==> src/rtl/pad_conv_pkg.sv <==
// Shared types and elaboration helpers for the padded KxK window generator.
package pad_conv_pkg;

  typedef enum logic {
    IDLE = 1'b0,
    RUN  = 1'b1
  } state_e;

  // Bits needed to count 0..v-1; never returns less than 1.
  function automatic int clog2(input int v);
    int r;
    int x;
    r = 0;
    x = v - 1;
    while (x > 0) begin
      r++;
      x = x >> 1;
    end
    return (r < 1) ? 1 : r;
  endfunction

  // Border padding adds (K-1)/2 on each side, i.e. K-1 in total.
  function automatic int pad_dim(input int n, input int k);
    return n + k - 1;
  endfunction

  function automatic int win_idx(input int i, input int j, input int k, input int dw);
    return (i * k + j) * dw;
  endfunction

endpackage

==> src/rtl/pad_line_buf.sv <==
// Enable-gated row delay: o_dout is the sample pushed DEPTH enabled cycles earlier.
module pad_line_buf #(
  parameter int DATA_W = 8,
  parameter int DEPTH  = 30
) (
  input  logic              i_clk,
  input  logic              i_en,
  input  logic [DATA_W-1:0] i_din,
  output logic [DATA_W-1:0] o_dout
);

  logic [DATA_W-1:0] r_mem [DEPTH];

  always_ff @(posedge i_clk) begin
    if (i_en) begin
      r_mem[0] <= i_din;
      for (int d = 1; d < DEPTH; d++) begin
        r_mem[d] <= r_mem[d-1];
      end
    end
  end

  assign o_dout = r_mem[DEPTH-1];

endmodule

==> src/rtl/pad_window_stream.sv <==
// Streaming KxK "same"-padded window generator; walks the padded raster and
// injects zeros at border positions so the consumer sees IMG_H*IMG_W windows.
module pad_window_stream
  import pad_conv_pkg::*;
#(
  parameter int DATA_W = 8,
  parameter int IMG_W  = 28,
  parameter int IMG_H  = 28,
  parameter int K      = 3
) (
  input  logic                  clk,
  input  logic                  rst,
  input  logic [DATA_W-1:0]     in_pix,
  input  logic                  in_valid,
  output logic                  in_ready,
  output logic [K*K*DATA_W-1:0] win,
  output logic                  win_valid,
  input  logic                  win_ready,
  output logic                  win_last,
  output logic                  busy
);

  localparam int P     = (K - 1) / 2;
  localparam int WP    = pad_dim(IMG_W, K);
  localparam int HP    = pad_dim(IMG_H, K);
  localparam int CW    = clog2(WP);
  localparam int RW    = clog2(HP);
  localparam int WIN_W = K * K * DATA_W;

  localparam logic [CW-1:0] C_LO   = CW'(P);
  localparam logic [CW-1:0] C_HI   = CW'(P + IMG_W);
  localparam logic [CW-1:0] C_EMIT = CW'(K - 1);
  localparam logic [CW-1:0] C_LAST = CW'(WP - 1);
  localparam logic [RW-1:0] R_LO   = RW'(P);
  localparam logic [RW-1:0] R_HI   = RW'(P + IMG_H);
  localparam logic [RW-1:0] R_EMIT = RW'(K - 1);
  localparam logic [RW-1:0] R_LAST = RW'(HP - 1);

  // Handshake: a transfer happens on a rising edge where valid and ready are
  // both high; valid never waits on ready, and a raised valid holds its data
  // stable until that transfer.

  state_e            r_state;
  logic [RW-1:0]     r_row;
  logic [CW-1:0]     r_col;
  logic [WIN_W-1:0]  r_win;
  logic              r_win_valid;
  logic              r_win_last;
  logic [DATA_W-1:0] r_wsr [K][K];

  logic              w_run;
  logic              w_real;
  logic              w_room;
  logic              w_adv;
  logic              w_emit;
  logic              w_last_pos;
  logic [DATA_W-1:0] w_tap [K];
  logic [DATA_W-1:0] w_next [K][K];
  logic [WIN_W-1:0]  w_next_win;

  assign w_run      = (r_state == RUN);
  assign w_real     = (r_row >= R_LO) && (r_row < R_HI) && (r_col >= C_LO) && (r_col < C_HI);
  assign w_room     = !r_win_valid || win_ready;
  assign w_adv      = w_run && w_room && (!w_real || in_valid);
  assign w_emit     = w_adv && (r_row >= R_EMIT) && (r_col >= C_EMIT);
  assign w_last_pos = (r_row == R_LAST) && (r_col == C_LAST);

  // Bottom window row takes the live sample; each line buffer supplies the
  // sample one padded row further up.
  assign w_tap[K-1] = w_real ? in_pix : '0;

  for (genvar gk = 0; gk < K - 1; gk++) begin : g_lb
    pad_line_buf #(
      .DATA_W (DATA_W),
      .DEPTH  (WP)
    ) u_lb (
      .i_clk  (clk),
      .i_en   (w_adv),
      .i_din  (w_tap[K-1-gk]),
      .o_dout (w_tap[K-2-gk])
    );
  end

  for (genvar gi = 0; gi < K; gi++) begin : g_row
    for (genvar gj = 0; gj < K; gj++) begin : g_col
      if (gj < K - 1) begin : g_shift
        assign w_next[gi][gj] = r_wsr[gi][gj+1];
      end else begin : g_new
        assign w_next[gi][gj] = w_tap[gi];
      end
      assign w_next_win[win_idx(gi, gj, K, DATA_W) +: DATA_W] = w_next[gi][gj];
    end
  end

  // Window shift registers are fully refilled within each padded row before
  // any window is emitted from them, so they need no reset.
  always_ff @(posedge clk) begin
    if (w_adv) begin
      r_wsr <= w_next;
    end
  end

  always_ff @(posedge clk) begin
    if (!rst) begin
      r_state     <= IDLE;
      r_row       <= '0;
      r_col       <= '0;
      r_win       <= '0;
      r_win_valid <= 1'b0;
      r_win_last  <= 1'b0;
    end else begin
      case (r_state)
        IDLE: begin
          if (in_valid) begin
            r_state <= RUN;
            r_row   <= '0;
            r_col   <= '0;
          end
        end
        RUN: begin
          if (w_adv) begin
            if (r_col == C_LAST) begin
              r_col <= '0;
              if (r_row == R_LAST) begin
                r_row   <= '0;
                r_state <= IDLE;
              end else begin
                r_row <= r_row + RW'(1);
              end
            end else begin
              r_col <= r_col + CW'(1);
            end
          end
        end
      endcase

      if (w_emit) begin
        r_win       <= w_next_win;
        r_win_valid <= 1'b1;
        r_win_last  <= w_last_pos;
      end else if (win_ready) begin
        r_win_valid <= 1'b0;
        r_win_last  <= 1'b0;
      end
    end
  end

  assign in_ready  = w_run && w_real && w_room;
  assign win       = r_win;
  assign win_valid = r_win_valid;
  assign win_last  = r_win_last;
  assign busy      = (r_state != IDLE);

endmodule

==> config.mk <==
export PLATFORM = sky130hd
export DESIGN_NAME = pad_window_stream
export DESIGN_NICKNAME = d
export VERILOG_FILES = /design/src/rtl/pad_conv_pkg.sv /design/src/rtl/pad_line_buf.sv /design/src/rtl/pad_window_stream.sv
export SDC_FILE = /design/constraint.sdc
export NUM_CORES = 1
export LEC_CHECK = 0
export BUFFER_PORTS_ARGS = -buffer_cell sky130_fd_sc_hd__buf_2
export CORE_ASPECT_RATIO = 1.2
export CORE_UTILIZATION = 44
export CTS_CLUSTER_SIZE = 10
export DETAILED_ROUTE_END_ITERATION = 8
export PLACE_DENSITY = 0.67
export SETUP_SLACK_MARGIN = 0.4
export SLEW_MARGIN = 20
export SYNTH_ARGS = -nofsm -noshare
export SYNTH_HDL_FRONTEND = slang
export SYNTH_SLANG_ARGS = --single-unit
==> constraint.sdc <==
create_clock -name clk -period 24.8 [get_ports clk]
set_input_delay 7.44 -clock clk [delete_from_list [all_inputs] [get_ports clk]]
set_output_delay 7.44 -clock clk [all_outputs]
set_load 0.005 [all_outputs]
# ---- Yosys cells after proc, flatten, opt, wreduce, memory -nomap -nowiden
# Memory sizes are Yosys's and may differ from the RTL's.
# Cells that the tools add are included.
dict set report word_totals {
  regBits 133
  ramBits 480
  out_inout_bits 76
  elab_cells 64
  memories 2
}
# memory depth width rd rd_ports_with_merged_regs write_ports line
set memory_table {}
lappend memory_table {{g_lb[0].u_lb.r_mem} 30 8 30 0 30 pad_line_buf.sv:12} ;# logic [DATA_W-1:0] r_mem [DEPTH];
lappend memory_table {{g_lb[1].u_lb.r_mem} 30 8 30 0 30 pad_line_buf.sv:12}
dict set report op_classes {
  addsub 2
  n_lt_le_gt_ge 6
  n_eq_ne 5
  n_mux 19
  bitwise 1
  reduce_logical 17
}
# cell n
set ops {}
lappend ops {{two-way mux 5 bit} 6}
lappend ops {{case mux 5 bit (2 select lines)} 2}
lappend ops {{adder 5 x 1 -> 5 bit (second input constant)} 2}
lappend ops {{== test 5 bit (second input constant)} 2}
lappend ops {{>= comparator 5 x 1 -> 1 bit (second input constant)} 2}
lappend ops {{>= comparator 5 x 2 -> 1 bit (second input constant)} 2}
lappend ops {{logical AND 1 bit} 10}
lappend ops {{< comparator 5 bit (second input constant)} 2}
lappend ops {{two-way mux 1 bit} 9}
lappend ops {{two-way mux 8 bit} 1}
lappend ops {{!= test 2 x 1 -> 1 bit (second input constant)} 2}
lappend ops {{AND reduction 3 bit} 1}
lappend ops {{logical NOT 1 bit} 2}
lappend ops {{logical OR 1 bit} 2}
lappend ops {{!= test 2 bit (second input constant)} 1}
lappend ops {{case mux 1 bit (2 select lines)} 1}
lappend ops {{AND reduction 2 bit} 1}
lappend ops {{nonzero test 2 bit} 1}
lappend ops {{inverter 1 bit} 1}

# ---- Logic depth before layout (Yosys ltp)
dict set report depth {
  word_depth 10
  mapped_depth 9
  depth_no_buf 7
}

# ---- Modules after synthesis
# A second synthesis with hierarchy kept.
dict set report unflattened {
  hier_cells 984
  hier_area_um2 19814.0
}
# mod n_inst cells_per_inst area_per_inst_um2 seq_area_each_um2
set by_module_without_submodules {}
lappend by_module_without_submodules {pad_line_buf 2 248 7267.0 7206.9}
lappend by_module_without_submodules {pad_window_stream 1 488 5280.1 3143.0}

# ---- Worst setup path before layout
# Ideal clock, no wire load.
dict set report synth_path {
  path_type {input to output}
  startpoint {input port win_ready}
  endpoint {output port in_ready}
  arrival_time_ps 7805
  required_time_ps 17360
  slack_ps 9555
  stages 3
  cell_sequence {nand2b_1 -> nand2_1 -> nor2_1}
}
dict set report synth_between {
  elab_chain_len 2
}
# item line
set synth_lines {}
lappend synth_lines {{start, declared} pad_window_stream.sv:18} ;# input logic win_ready,
lappend synth_lines {{logical OR 1 bit} pad_window_stream.sv:63} ;# assign w_room = !r_win_valid || win_ready;
lappend synth_lines {{logical AND 1 bit} pad_window_stream.sv:148} ;# assign in_ready = w_run && w_real && w_room;
lappend synth_lines {{end, declared} pad_window_stream.sv:15} ;# output logic in_ready,
# Every way passes these cells.

# ---- Worst setup path after layout
# Ends and elaborated chain as after synthesis.

==> results.py <==
metrics = {
    "global_routing": {
        "grt-busiest-layer": "met1",
        "met1_usage_pct": 18.37,
        "grt_pass1_vias": 8134,
        "grt_max_degree": 216,
        "grt_use_total_pct": 12.87,
        "grt-ovfl-total": 0,
        "antenna_found_initial": 0,
        "use_met2_pct": 18.06,
        "use_met3_pct": 4.268,
        "grt_pass1_wl_um": 44040,
    },
    "sta": {
        "finClkSkew_ps": 15.97,
        "tightest_slew_ps": 1079,
        "period_needed_ps": 15560,
        "timing.setup.tns_ps": 0,
        "hold_viol_final": 0,
        "max_freq_mhz": 64.28,
        "max-slew-margin-rel_pct": 28.05,
        "fin_ws_ps": 9242,
        "setup_violations": 0,
        "timing.final.crit_share_pct": 62.73,
        "slew_violations": 0,
        "rsz0062_at_grt": "no",
    },
    "power": {
        "leakage_nw": 7.209,
        "peakVddDrop_mv": 0.06271,
        "p_per_area_nw_per_um2": 93.43,
    },
    "die": {
        "io_pins": 88,
        "initial_core_util_pct": 44.90,
        "die_w_um": 190.9,
        "rows": 82,
        "dieArea_um2": 43650,
        "die_h_um": 228.7,
        "coreArea_um2": 41960,
    },
    "yosys": {
        "syn_avg_cell_area_um2": 19.96,
        "yosysSeqAreaShare_pct": 88.09,
        "synthFlopType": "edfxtp_1",
        "async_flop_share_pct": 0,
        "synth_seq_cells": 581,
        "synth_edf_count": 496,
        "ys_warn_count": 0,
        "syn_area_um2": 18840,
        "synth_fp_nets": 962,
        "syn_inst": 944,
        "synth_cell_type_count": 43,
    },
    "place": {
        "port_buffers": 87,
        "place_congestion": 0.7518,
        "dp_hpwl_um": 13490,
        "dpl_cell_area_um2": 19780,
        "dpl_worst_slack_ps": 9251,
    },
    "status": {
        "status": "finished, final reports clean",
    },
    "worst_setup_path": {
        "worstPathCellList": "buf_2, nand2b_1, nand2_1, nor2_1, buf_2",
        "worst_setup_path_start_kind": "input port",
        "critical-path-top-delay-family": "simple AND/OR/NAND/NOR gates",
        "slowest_stage": "nand2b_1",
        "worstPathRequired_ps": 17360,
        "cp.arrival_ps": 8120,
        "critPathKind": "input port to output pin",
        "path_common_cell": "buf_2",
        "critPathBufInv": 2,
        "worst_setup_path_end_kind": "output pin",
        "worstPathMaxFanout": 5,
        "critPathMaxStageDelay_ps": 180,
    },
    "final_layout": {
        "design_area_um2": 21750,
        "syn_to_final_growth_pct": 15.47,
        "layout_common_cells": "496 x edfxtp_1, 144 x nand2_1, 86 x buf_2",
        "layout_commonest_cell": "edfxtp_1",
        "final_nets": 1090,
        "drive_above_1_share_pct": 15.38,
        "num_antenna_cells": 0,
    },
    "drt": {
        "final_antenna_net_count": 0,
        "wl_per_cell_um": 16.28,
        "remaining_drc_errors": 0,
        "first_pass_iters": 4,
        "drtIter0Drc": 623,
        "vias": 8180,
        "vias_per_cell": 4.895,
        "wirelength_um": 27210,
    },
    "clock_network": {
        "path_clk_slew_ps": 60,
        "cts_root_buffer": "clkbuf_16",
        "cts_tree": "built",
        "cts_sinks": 581,
        "cts_setup_buffers": 0,
        "htree_num_levels": 3,
        "clk_latency_ps": 560,
        "clockBufferDepth": 3,
        "holdBufCountCts": 0,
        "cts_inserted_buffers": 68,
        "cts_resized": 0,
    },
    "run": {
        "maxCapViolCount": 0,
    },
    "min_path": {
        "hp-class": "flop to flop",
    },
}
kinds of logic (layout without fill, tap and decap cells):
family                     Yosys count  count (layout)  share of synthesized area [%]
AOI/OAI and AO/OA                   46              46                          1.720
buffers and inverters               40             221                          1.421
muxes                               65              65                          3.454
adders and majority gates            6               6                         0.3985
DFF                                581             581                          88.09
and+or+nand+nor                    206             206                          4.915
synth_stat cells, types with 3 or more instances:
| master | n | area share, % |
|---|---|---|
| nand2_1 | 144 | 2.9 |
| nor4b_1 | 3 | 0.14 |
| ha_1 | 6 | 0.40 |
| dfxtp_1 | 85 | 9.0 |
| nor3_1 | 4 | 0.11 |
| a21oi_1 | 7 | 0.19 |
| nor2_1 | 7 | 0.14 |
| clkbuf_1 | 24 | 0.48 |
| edfxtp_1 | 496 | 79 |
| buf_12 | 7 | 0.74 |
| o21ai_0 | 17 | 0.45 |
| o21a_1 | 3 | 0.12 |
| nand4_1 | 13 | 0.43 |
| buf_2 | 3 | 0.080 |
| inv_1 | 6 | 0.12 |
| nor4_1 | 3 | 0.10 |
| and3_1 | 8 | 0.27 |
| mux2i_1 | 65 | 3.5 |
| nand3_1 | 8 | 0.21 |
where the power goes:
group	total, W	leakage [nW]	switching (W)	internal [W]
clock	0.000882	0.939	0.000356	0.000526
combinational	0.0000327	1.17	0.0000279	0.00000482
sequential	0.00112	5.10	0.0000120	0.00111
sequential cells by signal, summed over array words and instances, names as in the netlist:
| name | count |
|---|---|
| busy | 1 |
| g_lb.u_lb.r_mem | 466 |
| r_col | 5 |
| r_row | 5 |
| r_wsr | 30 |
| win | 72 |
| win_last | 1 |
| win_valid | 1 |
metrics by stage:
step | util [%] | std cells | hold slack [ps] | total power, W
global route | 51.84 | 1671 | 410.7 | 0.002108
floorplan | - | 944 | 400.3 | 0.001167
global placement | 47.13 | 1548 | 401.5 | 0.001169
CTS | 51.83 | 1671 | 405.3 | 0.002064
finish | 51.84 | 1671 | 405.4 | 0.002033
detailed placement | 47.13 | 1548 | 404.5 | 0.001171
path summary, 6_finish.rpt:
path / to / cells past startpoint / slack [ps] / start
setup / recovery: in_ready / 5 / 9240 / win_ready
hold reg to reg: g_lb[0].u_lb.r_mem[7][3] / 0 / 410 / g_lb[0].u_lb.r_mem[6][3]
hold / removal: g_lb[0].u_lb.r_mem[7][3] / 0 / 410 / g_lb[0].u_lb.r_mem[6][3]
setup reg to reg: g_lb[0].u_lb.r_mem[15][2] / 5 / 20960 / r_row[1]
area by class of cell:
type,instances,area [um^2]
clock buffer,115,1878
sequential,581,16600
tap,546,683.2
multi-input combinational,323,1976
clock inverter,8,93.84
timing repair buffer,92,504.2
fill,3301,20210
inverter,6,22.52
per-layer routing:
metal	wire length, um	up-vias	part of all wire (%)
met3	1952	51	7.2
met2	11850	209	44
met5	0	-	0
met1	12750	4086	47
li1	-	3834	-
met4	659	0	2.4
No activity file was read; power rests on OpenSTA's default activity.
